### config.mk
export PLATFORM = sky130hd
export DESIGN_NAME = control_flat
export DESIGN_NICKNAME = d
export VERILOG_FILES = /design/src/rtl/control_if.sv /design/src/rtl/control.sv /design/src/flat_wrapper.sv
export SDC_FILE = /design/constraint.sdc
export NUM_CORES = 1
export LEC_CHECK = 0
export ABC_CLOCK_PERIOD_IN_PS = 3300
export CAP_MARGIN = 25
export CELL_PAD_IN_SITES_DETAIL_PLACEMENT = 0
export CELL_PAD_IN_SITES_GLOBAL_PLACEMENT = 2
export CORE_ASPECT_RATIO = 1.75
export CORE_MARGIN = 4
export CORE_UTILIZATION = 22
export CTS_BUF_LIST = sky130_fd_sc_hd__clkbuf_8
export DETAILED_ROUTE_END_ITERATION = 8
export HOLD_SLACK_MARGIN = 0.08
export PLACE_DENSITY = 0.94
export SETUP_SLACK_MARGIN = 0.5
export SLEW_MARGIN = 10
export SYNTH_ARGS = -nofsm -noshare
export SYNTH_HDL_FRONTEND = slang
export SYNTH_SLANG_ARGS = --single-unit
### constraint.sdc
create_clock -name clk -period 3.3 [get_ports clk]
set_clock_uncertainty 0.2 [all_clocks]
set_input_delay 0.66 -clock clk [delete_from_list [all_inputs] [get_ports clk]]
set_output_delay 0.66 -clock clk [all_outputs]
set_load 0.01 [all_outputs]
### src/rtl/control_if.sv
// Decode bus between the instruction fetch side and the control unit.
// The master drives the instruction fields and irq. The slave (control) returns the datapath selects.
interface control_if;
  logic [5:0] OpCode;
  logic [5:0] Funct;
  logic       irq;
  logic [2:0] PCSrc;
  logic [1:0] RegDst;
  logic       RegWrite;
  logic       ALUSrc1;
  logic       ALUSrc2;
  logic [5:0] ALUFun;
  logic       Sign;
  logic       MemRead;
  logic       MemWrite;
  logic [1:0] MemtoReg;
  logic       ExtOp;
  logic       LuOp;

  modport master (
    output OpCode, Funct, irq,
    input  PCSrc, RegDst, RegWrite, ALUSrc1, ALUSrc2, ALUFun, Sign,
           MemRead, MemWrite, MemtoReg, ExtOp, LuOp
  );

  modport slave (
    input  OpCode, Funct, irq,
    output PCSrc, RegDst, RegWrite, ALUSrc1, ALUSrc2, ALUFun, Sign,
           MemRead, MemWrite, MemtoReg, ExtOp, LuOp
  );
endinterface

### src/rtl/control.sv
// Single-cycle MIPS-subset main decoder with a registered interrupt request.
// Optional macro CONTROL_UNDEF_EXCEPTION_EN traps undefined encodings to the exception vector instead of executing a NOP.
module control (
  input  logic     clk,
  input  logic     reset,
  control_if.slave ctrl
);

  typedef enum logic [5:0] {
    ALU_ADD  = 6'b000000,
    ALU_SUB  = 6'b000001,
    ALU_AND  = 6'b011000,
    ALU_OR   = 6'b011110,
    ALU_XOR  = 6'b010110,
    ALU_NOR  = 6'b010001,
    ALU_PASS = 6'b011010,
    ALU_SLL  = 6'b100000,
    ALU_SRL  = 6'b100001,
    ALU_SRA  = 6'b100011,
    ALU_EQ   = 6'b110011,
    ALU_NEQ  = 6'b110001,
    ALU_LT   = 6'b110101,
    ALU_LEZ  = 6'b111101,
    ALU_LTZ  = 6'b111011,
    ALU_GTZ  = 6'b111111
  } aluFunT;

  logic r_irqQ;

  logic   w_rArith;
  logic   w_rShift;
  logic   w_jr;
  logic   w_jalr;
  logic   w_iArith;
  logic   w_zeroExt;
  logic   w_lui;
  logic   w_lw;
  logic   w_sw;
  logic   w_branch;
  logic   w_j;
  logic   w_jal;
  logic   w_unsigned;
  logic   w_defined;
  aluFunT w_aluFun;

  logic [2:0] w_pcSrc;
  logic [1:0] w_regDst;
  logic       w_regWrite;
  logic       w_aluSrc1;
  logic       w_aluSrc2;
  logic [5:0] w_aluFunOut;
  logic       w_sign;
  logic       w_memRead;
  logic       w_memWrite;
  logic [1:0] w_memtoReg;
  logic       w_extOp;
  logic       w_luOp;

  // The only state in the block: irq is sampled once so decode sees a stable level.
  always_ff @(posedge clk or negedge reset) begin
    if (!reset) begin
      r_irqQ <= 1'b0;
    end else begin
      r_irqQ <= ctrl.irq;
    end
  end

  always_comb begin
    w_rArith   = 1'b0;
    w_rShift   = 1'b0;
    w_jr       = 1'b0;
    w_jalr     = 1'b0;
    w_iArith   = 1'b0;
    w_zeroExt  = 1'b0;
    w_lui      = 1'b0;
    w_lw       = 1'b0;
    w_sw       = 1'b0;
    w_branch   = 1'b0;
    w_j        = 1'b0;
    w_jal      = 1'b0;
    w_unsigned = 1'b0;
    w_aluFun   = ALU_ADD;
    case (ctrl.OpCode)
      6'h00: begin
        case (ctrl.Funct)
          6'h20: begin w_rArith = 1'b1; w_aluFun = ALU_ADD; end
          6'h21: begin w_rArith = 1'b1; w_aluFun = ALU_ADD; w_unsigned = 1'b1; end
          6'h22: begin w_rArith = 1'b1; w_aluFun = ALU_SUB; end
          6'h23: begin w_rArith = 1'b1; w_aluFun = ALU_SUB; w_unsigned = 1'b1; end
          6'h24: begin w_rArith = 1'b1; w_aluFun = ALU_AND; end
          6'h25: begin w_rArith = 1'b1; w_aluFun = ALU_OR;  end
          6'h26: begin w_rArith = 1'b1; w_aluFun = ALU_XOR; end
          6'h27: begin w_rArith = 1'b1; w_aluFun = ALU_NOR; end
          6'h2A: begin w_rArith = 1'b1; w_aluFun = ALU_LT;  end
          6'h2B: begin w_rArith = 1'b1; w_aluFun = ALU_LT;  w_unsigned = 1'b1; end
          6'h00: begin w_rShift = 1'b1; w_aluFun = ALU_SLL; end
          6'h02: begin w_rShift = 1'b1; w_aluFun = ALU_SRL; end
          6'h03: begin w_rShift = 1'b1; w_aluFun = ALU_SRA; end
          6'h08: w_jr   = 1'b1;
          6'h09: w_jalr = 1'b1;
          default: ;
        endcase
      end
      6'h08: begin w_iArith = 1'b1; w_aluFun = ALU_ADD; end
      6'h09: begin w_iArith = 1'b1; w_aluFun = ALU_ADD; w_unsigned = 1'b1; end
      6'h0A: begin w_iArith = 1'b1; w_aluFun = ALU_LT;  end
      6'h0B: begin w_iArith = 1'b1; w_aluFun = ALU_LT;  w_unsigned = 1'b1; end
      6'h0C: begin w_iArith = 1'b1; w_aluFun = ALU_AND; w_zeroExt = 1'b1; end
      6'h0D: begin w_iArith = 1'b1; w_aluFun = ALU_OR;  w_zeroExt = 1'b1; end
      6'h0F: w_lui = 1'b1;
      6'h23: w_lw  = 1'b1;
      6'h2B: w_sw  = 1'b1;
      6'h04: begin w_branch = 1'b1; w_aluFun = ALU_EQ;  end
      6'h05: begin w_branch = 1'b1; w_aluFun = ALU_NEQ; end
      6'h06: begin w_branch = 1'b1; w_aluFun = ALU_LEZ; end
      6'h07: begin w_branch = 1'b1; w_aluFun = ALU_GTZ; end
      6'h01: begin w_branch = 1'b1; w_aluFun = ALU_LTZ; end
      6'h02: w_j   = 1'b1;
      6'h03: w_jal = 1'b1;
      default: ;
    endcase
  end

  assign w_defined = w_rArith | w_rShift | w_jr | w_jalr | w_iArith | w_lui |
                     w_lw | w_sw | w_branch | w_j | w_jal;

  // Datapath selects per instruction class; the interrupt overrides everything touching PC, regfile and memory.
  always_comb begin
    w_pcSrc     = 3'd0;
    w_regDst    = 2'd0;
    w_regWrite  = 1'b0;
    w_aluSrc1   = 1'b0;
    w_aluSrc2   = 1'b0;
    w_aluFunOut = w_aluFun;
    w_sign      = ~w_unsigned;
    w_memRead   = 1'b0;
    w_memWrite  = 1'b0;
    w_memtoReg  = 2'd0;
    w_extOp     = 1'b0;
    w_luOp      = 1'b0;

    if (w_rArith || w_rShift) begin
      w_regWrite = 1'b1;
      w_aluSrc1  = w_rShift;
    end
    if (w_jr) begin
      w_pcSrc = 3'd3;
    end
    if (w_jalr) begin
      w_pcSrc    = 3'd3;
      w_regWrite = 1'b1;
      w_memtoReg = 2'd2;
    end
    if (w_iArith) begin
      w_regDst   = 2'd1;
      w_regWrite = 1'b1;
      w_aluSrc2  = 1'b1;
      w_extOp    = ~w_zeroExt;
    end
    if (w_lui) begin
      w_luOp     = 1'b1;
      w_regDst   = 2'd1;
      w_regWrite = 1'b1;
      w_aluSrc2  = 1'b1;
    end
    if (w_lw) begin
      w_memRead  = 1'b1;
      w_memtoReg = 2'd1;
      w_regDst   = 2'd1;
      w_regWrite = 1'b1;
      w_aluSrc2  = 1'b1;
      w_extOp    = 1'b1;
    end
    if (w_sw) begin
      w_memWrite = 1'b1;
      w_aluSrc2  = 1'b1;
      w_extOp    = 1'b1;
    end
    if (w_branch) begin
      w_pcSrc = 3'd1;
    end
    if (w_j) begin
      w_pcSrc = 3'd2;
    end
    if (w_jal) begin
      w_pcSrc    = 3'd2;
      w_regDst   = 2'd2;
      w_regWrite = 1'b1;
      w_memtoReg = 2'd2;
    end

`ifdef CONTROL_UNDEF_EXCEPTION_EN
    if (!w_defined) begin
      w_pcSrc    = 3'd5;
      w_regDst   = 2'd3;
      w_regWrite = 1'b1;
      w_memtoReg = 2'd2;
      w_memRead  = 1'b0;
      w_memWrite = 1'b0;
    end
`else
    if (!w_defined) begin
      w_pcSrc    = 3'd0;
      w_regWrite = 1'b0;
      w_memRead  = 1'b0;
      w_memWrite = 1'b0;
    end
`endif

    if (r_irqQ) begin
      w_pcSrc    = 3'd4;
      w_regDst   = 2'd3;
      w_regWrite = 1'b1;
      w_memtoReg = 2'd2;
      w_memRead  = 1'b0;
      w_memWrite = 1'b0;
    end
  end

  assign ctrl.PCSrc    = w_pcSrc;
  assign ctrl.RegDst   = w_regDst;
  assign ctrl.RegWrite = w_regWrite;
  assign ctrl.ALUSrc1  = w_aluSrc1;
  assign ctrl.ALUSrc2  = w_aluSrc2;
  assign ctrl.ALUFun   = w_aluFunOut;
  assign ctrl.Sign     = w_sign;
  assign ctrl.MemRead  = w_memRead;
  assign ctrl.MemWrite = w_memWrite;
  assign ctrl.MemtoReg = w_memtoReg;
  assign ctrl.ExtOp    = w_extOp;
  assign ctrl.LuOp     = w_luOp;

endmodule

### src/flat_wrapper.sv
// flat-port wrapper written by rule: the top's interface ports become plain ports
module control_flat 
  (clk, reset, ctrl_OpCode, ctrl_Funct, ctrl_irq, ctrl_PCSrc, ctrl_RegDst, ctrl_RegWrite, ctrl_ALUSrc1, ctrl_ALUSrc2, ctrl_ALUFun, ctrl_Sign, ctrl_MemRead, ctrl_MemWrite, ctrl_MemtoReg, ctrl_ExtOp, ctrl_LuOp);
  control_if ctrl_i ();
  input  logic clk;
  input  logic reset;
  input wire logic [$bits(ctrl_i.OpCode)-1:0] ctrl_OpCode;
  input wire logic [$bits(ctrl_i.Funct)-1:0] ctrl_Funct;
  input wire logic [$bits(ctrl_i.irq)-1:0] ctrl_irq;
  output wire logic [$bits(ctrl_i.PCSrc)-1:0] ctrl_PCSrc;
  output wire logic [$bits(ctrl_i.RegDst)-1:0] ctrl_RegDst;
  output wire logic [$bits(ctrl_i.RegWrite)-1:0] ctrl_RegWrite;
  output wire logic [$bits(ctrl_i.ALUSrc1)-1:0] ctrl_ALUSrc1;
  output wire logic [$bits(ctrl_i.ALUSrc2)-1:0] ctrl_ALUSrc2;
  output wire logic [$bits(ctrl_i.ALUFun)-1:0] ctrl_ALUFun;
  output wire logic [$bits(ctrl_i.Sign)-1:0] ctrl_Sign;
  output wire logic [$bits(ctrl_i.MemRead)-1:0] ctrl_MemRead;
  output wire logic [$bits(ctrl_i.MemWrite)-1:0] ctrl_MemWrite;
  output wire logic [$bits(ctrl_i.MemtoReg)-1:0] ctrl_MemtoReg;
  output wire logic [$bits(ctrl_i.ExtOp)-1:0] ctrl_ExtOp;
  output wire logic [$bits(ctrl_i.LuOp)-1:0] ctrl_LuOp;
  assign ctrl_i.OpCode = ctrl_OpCode;
  assign ctrl_i.Funct = ctrl_Funct;
  assign ctrl_i.irq = ctrl_irq;
  assign ctrl_PCSrc = ctrl_i.PCSrc;
  assign ctrl_RegDst = ctrl_i.RegDst;
  assign ctrl_RegWrite = ctrl_i.RegWrite;
  assign ctrl_ALUSrc1 = ctrl_i.ALUSrc1;
  assign ctrl_ALUSrc2 = ctrl_i.ALUSrc2;
  assign ctrl_ALUFun = ctrl_i.ALUFun;
  assign ctrl_Sign = ctrl_i.Sign;
  assign ctrl_MemRead = ctrl_i.MemRead;
  assign ctrl_MemWrite = ctrl_i.MemWrite;
  assign ctrl_MemtoReg = ctrl_i.MemtoReg;
  assign ctrl_ExtOp = ctrl_i.ExtOp;
  assign ctrl_LuOp = ctrl_i.LuOp;
  control u_core (.clk(clk), .reset(reset), .ctrl(ctrl_i));
endmodule
==> results of run 1 <==
-- cell type report --
class	instances	area [sq um]
tap	43	53.8
timing repair buffer	76	612
multi-input combinational	91	767
sequential	1	25.0
fill	313	1660
inverter	6	22.5
-- worst max-delay path: cells and delay by family --
family	cells	cell delay, ns
simple gates	2	0.82
compound gates	2	0.39
buf+inv	2	0.26
-- kinds of logic (layout without fill, tap and decap cells) --
kind of cell	Yosys count	count (layout)	share of synthesized area, %
AOI/OAI and AO/OA	36	36	37.5
xor gates and xnor gates	1	1	1.23
DFF	1	1	3.52
and+or+nand+nor	54	54	46.1
buffers and inverters	18	82	11.6
-- metrics by stage --
stage	std cells	instance area, sq um	setup slack (ns)
after floorplan	110	711	0.523
after global placement	209	1300	-0.393
after detailed placement	209	1300	-0.415
after CTS	213	1430	0.324
after global routing	217	1480	0.255
final	217	1480	0.317
-- power breakdown --
group | internal [W] | leakage [nW] | switching (W) | total (W)
logic | 0.0000814 | 0.607 | 0.0000795 | 0.000161
registers | 0.0000131 | 0.0117 | 0.00000118 | 0.0000143
clock network | 0 | 0 | 0 | 0
total | 0.0000945 | 0.619 | 0.0000806 | 0.000175
-- routing by layer --
metal	vias to the layer above	track usage (%)
li1	539	-
met3	8	1.44
met4	0	3.19
met5	-	0
met1	557	14.4
met2	40	30.6
-- cell usage in the layout, fill, tap and decap left out, drive strengths merged, types with 4 or more instances in the layout --
| cell type | n |
|---|---|
| buf | 54 |
| dlygate4sd2 | 4 |
| nor2 | 8 |
| o21ai | 6 |
| nand2 | 10 |
| nor4 | 7 |
| a21oi | 8 |
| clkbuf | 6 |
| inv | 6 |
| nor2b | 4 |
| nand2b | 6 |
| clkdlybuf4s15 | 9 |
-- path summary, 6_finish.rpt --
path	startpoint	to	slack (ns)	cells past startpoint
max	ctrl_OpCode[2]	ctrl_ALUFun[1]	0.32	6
min in group clk	ctrl_irq	u_core.r_irqQ$_DFF_PN0_	0.91	1
max in group asynchronous	reset	u_core.r_irqQ$_DFF_PN0_	2.19	1
min	reset	u_core.r_irqQ$_DFF_PN0_	0.61	1
-- timing repair --
action	in CTS	in global routing
buffers inserted	4	4
resized for setup	115	24
pin swaps	11	9
setup endpoints to repair	20	17
hold buffers	0	0
==> summary.md, run 1 <==
| Metric | Value |
|---|---|
| Setup violators final | 0 |
| Number of flip-flops in the largest register | 1 |
| RSZ-0062 raised after global routing | yes |
| Area of the placeable core | 3140 sq um |
| Cell at the slowest stage of the critical path | sky130_fd_sc_hd__or4_4 |
| Hold violation total from the final report | 0 |
| Portion of the post-synthesis area used by sequential elements | 3.52% |
| Startpoint Class | primary input |
| Most area-consuming cells after synthesis | sky130_fd_sc_hd__a21oi_1, sky130_fd_sc_hd__nand2_1, sky130_fd_sc_hd__nand2b_1 |
| Count of port buffers added during placement | 35 |
| Worst ir drop on vdd | between 80 and 90 uV |
| Count of vias placed by the detailed router | ~1100 |
| Relative max-transition margin | between 80% and 90% |
| Most frequent cells after synthesis | sky130_fd_sc_hd__nand2_1, sky130_fd_sc_hd__a21oi_1, sky130_fd_sc_hd__nor2_1 |
| Share of cells above drive strength 1 | ~55% |
| Met3 routed WL | 152 um |
| Maximum number of pins on one net before global-route repair | 11 |
| Kind of end point of the critical path | output port |
| Type of the most critical hold path | primary input to asynchronous set/reset pin |
| Number of antenna violations at the first check in global routing | 0 |
| Data required time at the worst endpoint | approximately 2.4 ns |
| EDFF count, synth | 0 |
| Number of remaining DRC errors | 0 |
| Initial core utilization | between 20 and 25% |
| Uppermost layer routed | met4 |
| Max stage delay on crit path | between 0.5 and 0.6 ns |
| Final clock period utilization by the worst path | between 90% and 100% |
| Arrival time at the worst endpoint | between 2 and 2.5 ns |
| Library cell with the largest summed area after synthesis | sky130_fd_sc_hd__a21oi_1 |
| Average cell area after synthesis | approximately 6.5 sq um |
| Highest Clock Rate | 335 MHz |
| Synthesized instance count | 110 |
| Routed Antenna Nets | 0 |
| Netlist area before placement | 711 sq um |
| GPL Wtd Cong | approximately 0.83 |
| Cell breakdown of the critical path | buf_6 -> or4_4 -> nor4_4 -> o21ai_2 -> o32ai_2 -> buf_2 |
| Avg WL per Cell | 14.7 um |
| Top Registers | u_core.r_irqQ (1) |
| Violation count after the first detailed-route iteration | 19 |
| Overall overflow remaining after global route | 0 |
| Number of distinct standard cells referenced by the synthesized netlist | 44 |
| Drt first pass iters | 4 |
| Most common cell in the netlist | sky130_fd_sc_hd__nand2_1 |
| Die Outline Area | 4240 sq um |
| Floorplan die height | just over 80 um |
| Sum of net half-perimeters after detailed placement | approximately 2.4 mm |
| Async S/R FF share, synth | 100% |
| Wire length on met2 | 1.84 mm |
| Tightest Pin Transition | between 0.2 and 0.3 ns |
| Number of standard-cell rows in the floorplan | 27 |
| Reg clk slew, reported paths | 0 ns |
| Share of Yosys cell area claimed by the top area cell type | approximately 5.6% |
| Total negative slack | 0 ns |
| Max Transition Viols Final | 0 |
| Total power consumption of the routed design | 0.000175 W |
| Number of violations of the max-capacitance limit | 0 |
| Worst hold-check slack | 0.610 ns |
| Global-route wire length before repair | about 5.2 mm |
| Critical path type | primary input to output port |
| Net total in the final layout | roughly 190 |
| Register containing the most flip-flops in the final layout | u_core.r_irqQ |
| Post-DR vias/cell | 5.27 |
| Total power density per cell area | between 100 and 150 nW/um^2 |
| Number of flip-flops and latches in the synthesized netlist | 1 |
| Max FO, Critical Path | 2 |
| I/O pin total | 36 |
| Routed metal-1 wirelength | 1.13 mm |
| Final Routed Wirelength | 3.20 mm |
| Count of synthesis-stage warnings from yosys | 0 |
| Final core utilization | between 40 and 50% |
| Minimum clock period after layout | between 2 and 3 ns |
| Total inserted antenna cells | 0 |
| Synthesized Nets | approximately 130 |
| Post-synth top flop | sky130_fd_sc_hd__dfrtp_1 |
| Overall global routing resource usage | between 10 and 15% |
| Chip Width | 51.0 um |
| Outcome | completed |
| Static leakage power | just over 0.6 nW |
| Vias in the first global route | 1167 |
| Area growth from synthesis to final layout | 108% |
(Power assumes the default switching activity.)
==> inputs of run 2 (changes only) <==
--- a/config.mk
+++ b/config.mk
@@ -21,3 +21,4 @@
 export SYNTH_ARGS = -nofsm -noshare
 export SYNTH_HDL_FRONTEND = slang
 export SYNTH_SLANG_ARGS = --single-unit
+export TNS_END_PERCENT = 30
==> summary.md, run 2 (synthesis results as in run 1) <==
| Metric | Value |
|---|---|
| Cells after DPL | around 210 |
| Count of port buffers added during placement | 35 |
| Worst ir drop on vdd | 84.6 uV |
| Static leakage power | 0.614 nW |
| Avg WL per Cell | ~14 um |
| Arrival time at the worst endpoint | approximately 2.1 ns |
| Drt first pass iters | 4 |
| Type of the most critical hold path | primary input to asynchronous set/reset pin |
| Setup violators final | 0 |
| RSZ-0062 raised after global routing | yes |
| Startpoint Class | primary input |
| Relative max-transition margin | between 80% and 90% |
| Vias in the first global route | between 1000 and 1500 |
| Violation count after the first detailed-route iteration | 17 |
| Number of antenna violations at the first check in global routing | 0 |
| Total power consumption of the routed design | roughly 0.00017 W |
| Number of non-filler instances in the completed layout | roughly 220 |
| Number of violations of the max-capacitance limit | 0 |
| Final critical-path setup slack | roughly 0.33 ns |
| Most common cell after layout, fill and taps aside | sky130_fd_sc_hd__buf_4 |
| Share of cells above drive strength 1 | 47.4% |
| Initial core utilization | between 20% and 30% |
| Max Transition Viols Final | 0 |
| Final Routed Wirelength | ~3.0 mm |
| Area of the placeable core | between 3000 and 4000 sq um |
| Die Outline Area | 4240 sq um |
| Total of fill cells in the finished design | about 330 |
| Routed Antenna Nets | 0 |
| Data required time at the worst endpoint | 2.44 ns |
| Tightest Pin Transition | about 0.3 ns |
| Chip Width | 51.0 um |
| Total power density per cell area | about 120 nW/um^2 |
| Number of flip-flops in the largest register | 1 |
| GPL Wtd Cong | a little over 0.8 |
| Minimum clock period after layout | a little under 3 ns |
| Minimum setup slack after placement | -0.415 ns |
| Post-DR vias/cell | between 5 and 6 |
| Top Registers | u_core.r_irqQ (1) |
| Highest Clock Rate | approximately 340 MHz |
| I/O pin total | 36 |
| Commonest cells after routing, fill and taps aside | sky130_fd_sc_hd__buf_4, sky130_fd_sc_hd__buf_2, sky130_fd_sc_hd__nand2_1, sky130_fd_sc_hd__dlygate4sd2_1, sky130_fd_sc_hd__a21oi_1 |
| Number of standard-cell rows in the floorplan | 27 |
| Count of vias placed by the detailed router | roughly 1100 |
| Number of remaining DRC errors | 0 |
| Floorplan die height | between 80 and 90 um |
| Total inserted antenna cells | 0 |
| Register containing the most flip-flops in the final layout | u_core.r_irqQ |
| Overall overflow remaining after global route | 0 |
| Max FO, Critical Path | 2 |
| Hold violation total from the final report | 0 |
| Reg clk slew, reported paths | 0 ns |
| Global-route wire length before repair | just over 5 mm |
| Net total in the final layout | between 150 and 200 |
| Sum of net half-perimeters after detailed placement | around 2.4 mm |
| Overall global routing resource usage | ~14% |
| Maximum number of pins on one net before global-route repair | 11 |
| Outcome | completed |
| Kind of end point of the critical path | output port |
| Count of hold-fix buffers inserted at cts | 0 |
| Critical path type | primary input to output port |
| Area growth from synthesis to final layout | 100% |
| Final clock period utilization by the worst path | around 90% |
## run 2: cell type report
cell class / count / area, sq um / share of cell area (%)
repair buffers: 75 / 609 / 42.8
flip-flops and latches: 1 / 25.0 / 1.76
well taps: 43 / 53.8 / 3.78
multi-input cells: 91 / 712 / 50.0
inverters: 6 / 22.5 / 1.58
## run 2: repair_timing
item | in CTS | in global routing
pin swaps | 10 | 3
endpoints found under the hold margin | 0 | 0
endpoints found under the setup margin | 20 | 20
gates resized for setup | 94 | 21
buffers inserted | 3 | 4
## run 2: report_power, final
part / total (W) / internal, W / leakage, nW / switching (W)
sequential: 0.0000143 / 0.0000131 / 0.0117 / 0.00000119
clock: 0 / 0 / 0 / 0
combinational: 0.000152 / 0.0000788 / 0.603 / 0.0000736
total: 0.000167 / 0.0000919 / 0.614 / 0.0000748
## run 2: path summary, 6_finish.rpt
kind / from / end / slack (ns)
worst max-delay path: ctrl_OpCode[2] / ctrl_ALUFun[1] / 0.33
worst min-delay path: reset / u_core.r_irqQ$_DFF_PN0_ / 0.61
max in group asynchronous: reset / u_core.r_irqQ$_DFF_PN0_ / 2.19
min in group clk: ctrl_irq / u_core.r_irqQ$_DFF_PN0_ / 0.92
## run 2: routing by layer
metal	part of all wire [%]	track usage (%)
met1	36	14.5
met2	57	29.5
met3	4.5	1.44
met4	1.9	2.94
met5	0	0
## run 2: critical path, cell delays in order
cell	delay (ns)
sky130_fd_sc_hd__buf_6	0.09
sky130_fd_sc_hd__or4_4	0.55
sky130_fd_sc_hd__nor4_4	0.26
sky130_fd_sc_hd__o21ai_2	0.12
sky130_fd_sc_hd__o32ai_2	0.26
sky130_fd_sc_hd__buf_2	0.17
## run 2: metrics by stage
stage	utilization, %	TNS (ns)	cell area, sq um	hold WS [ns]
floorplan	-	0	711	0.164
global placement	41.5	-4.08	1300	0.608
detailed placement	41.5	-4.32	1300	0.611
CTS	45.0	0	1410	0.611
global route	45.3	0	1420	0.617
finish	45.3	0	1420	0.610
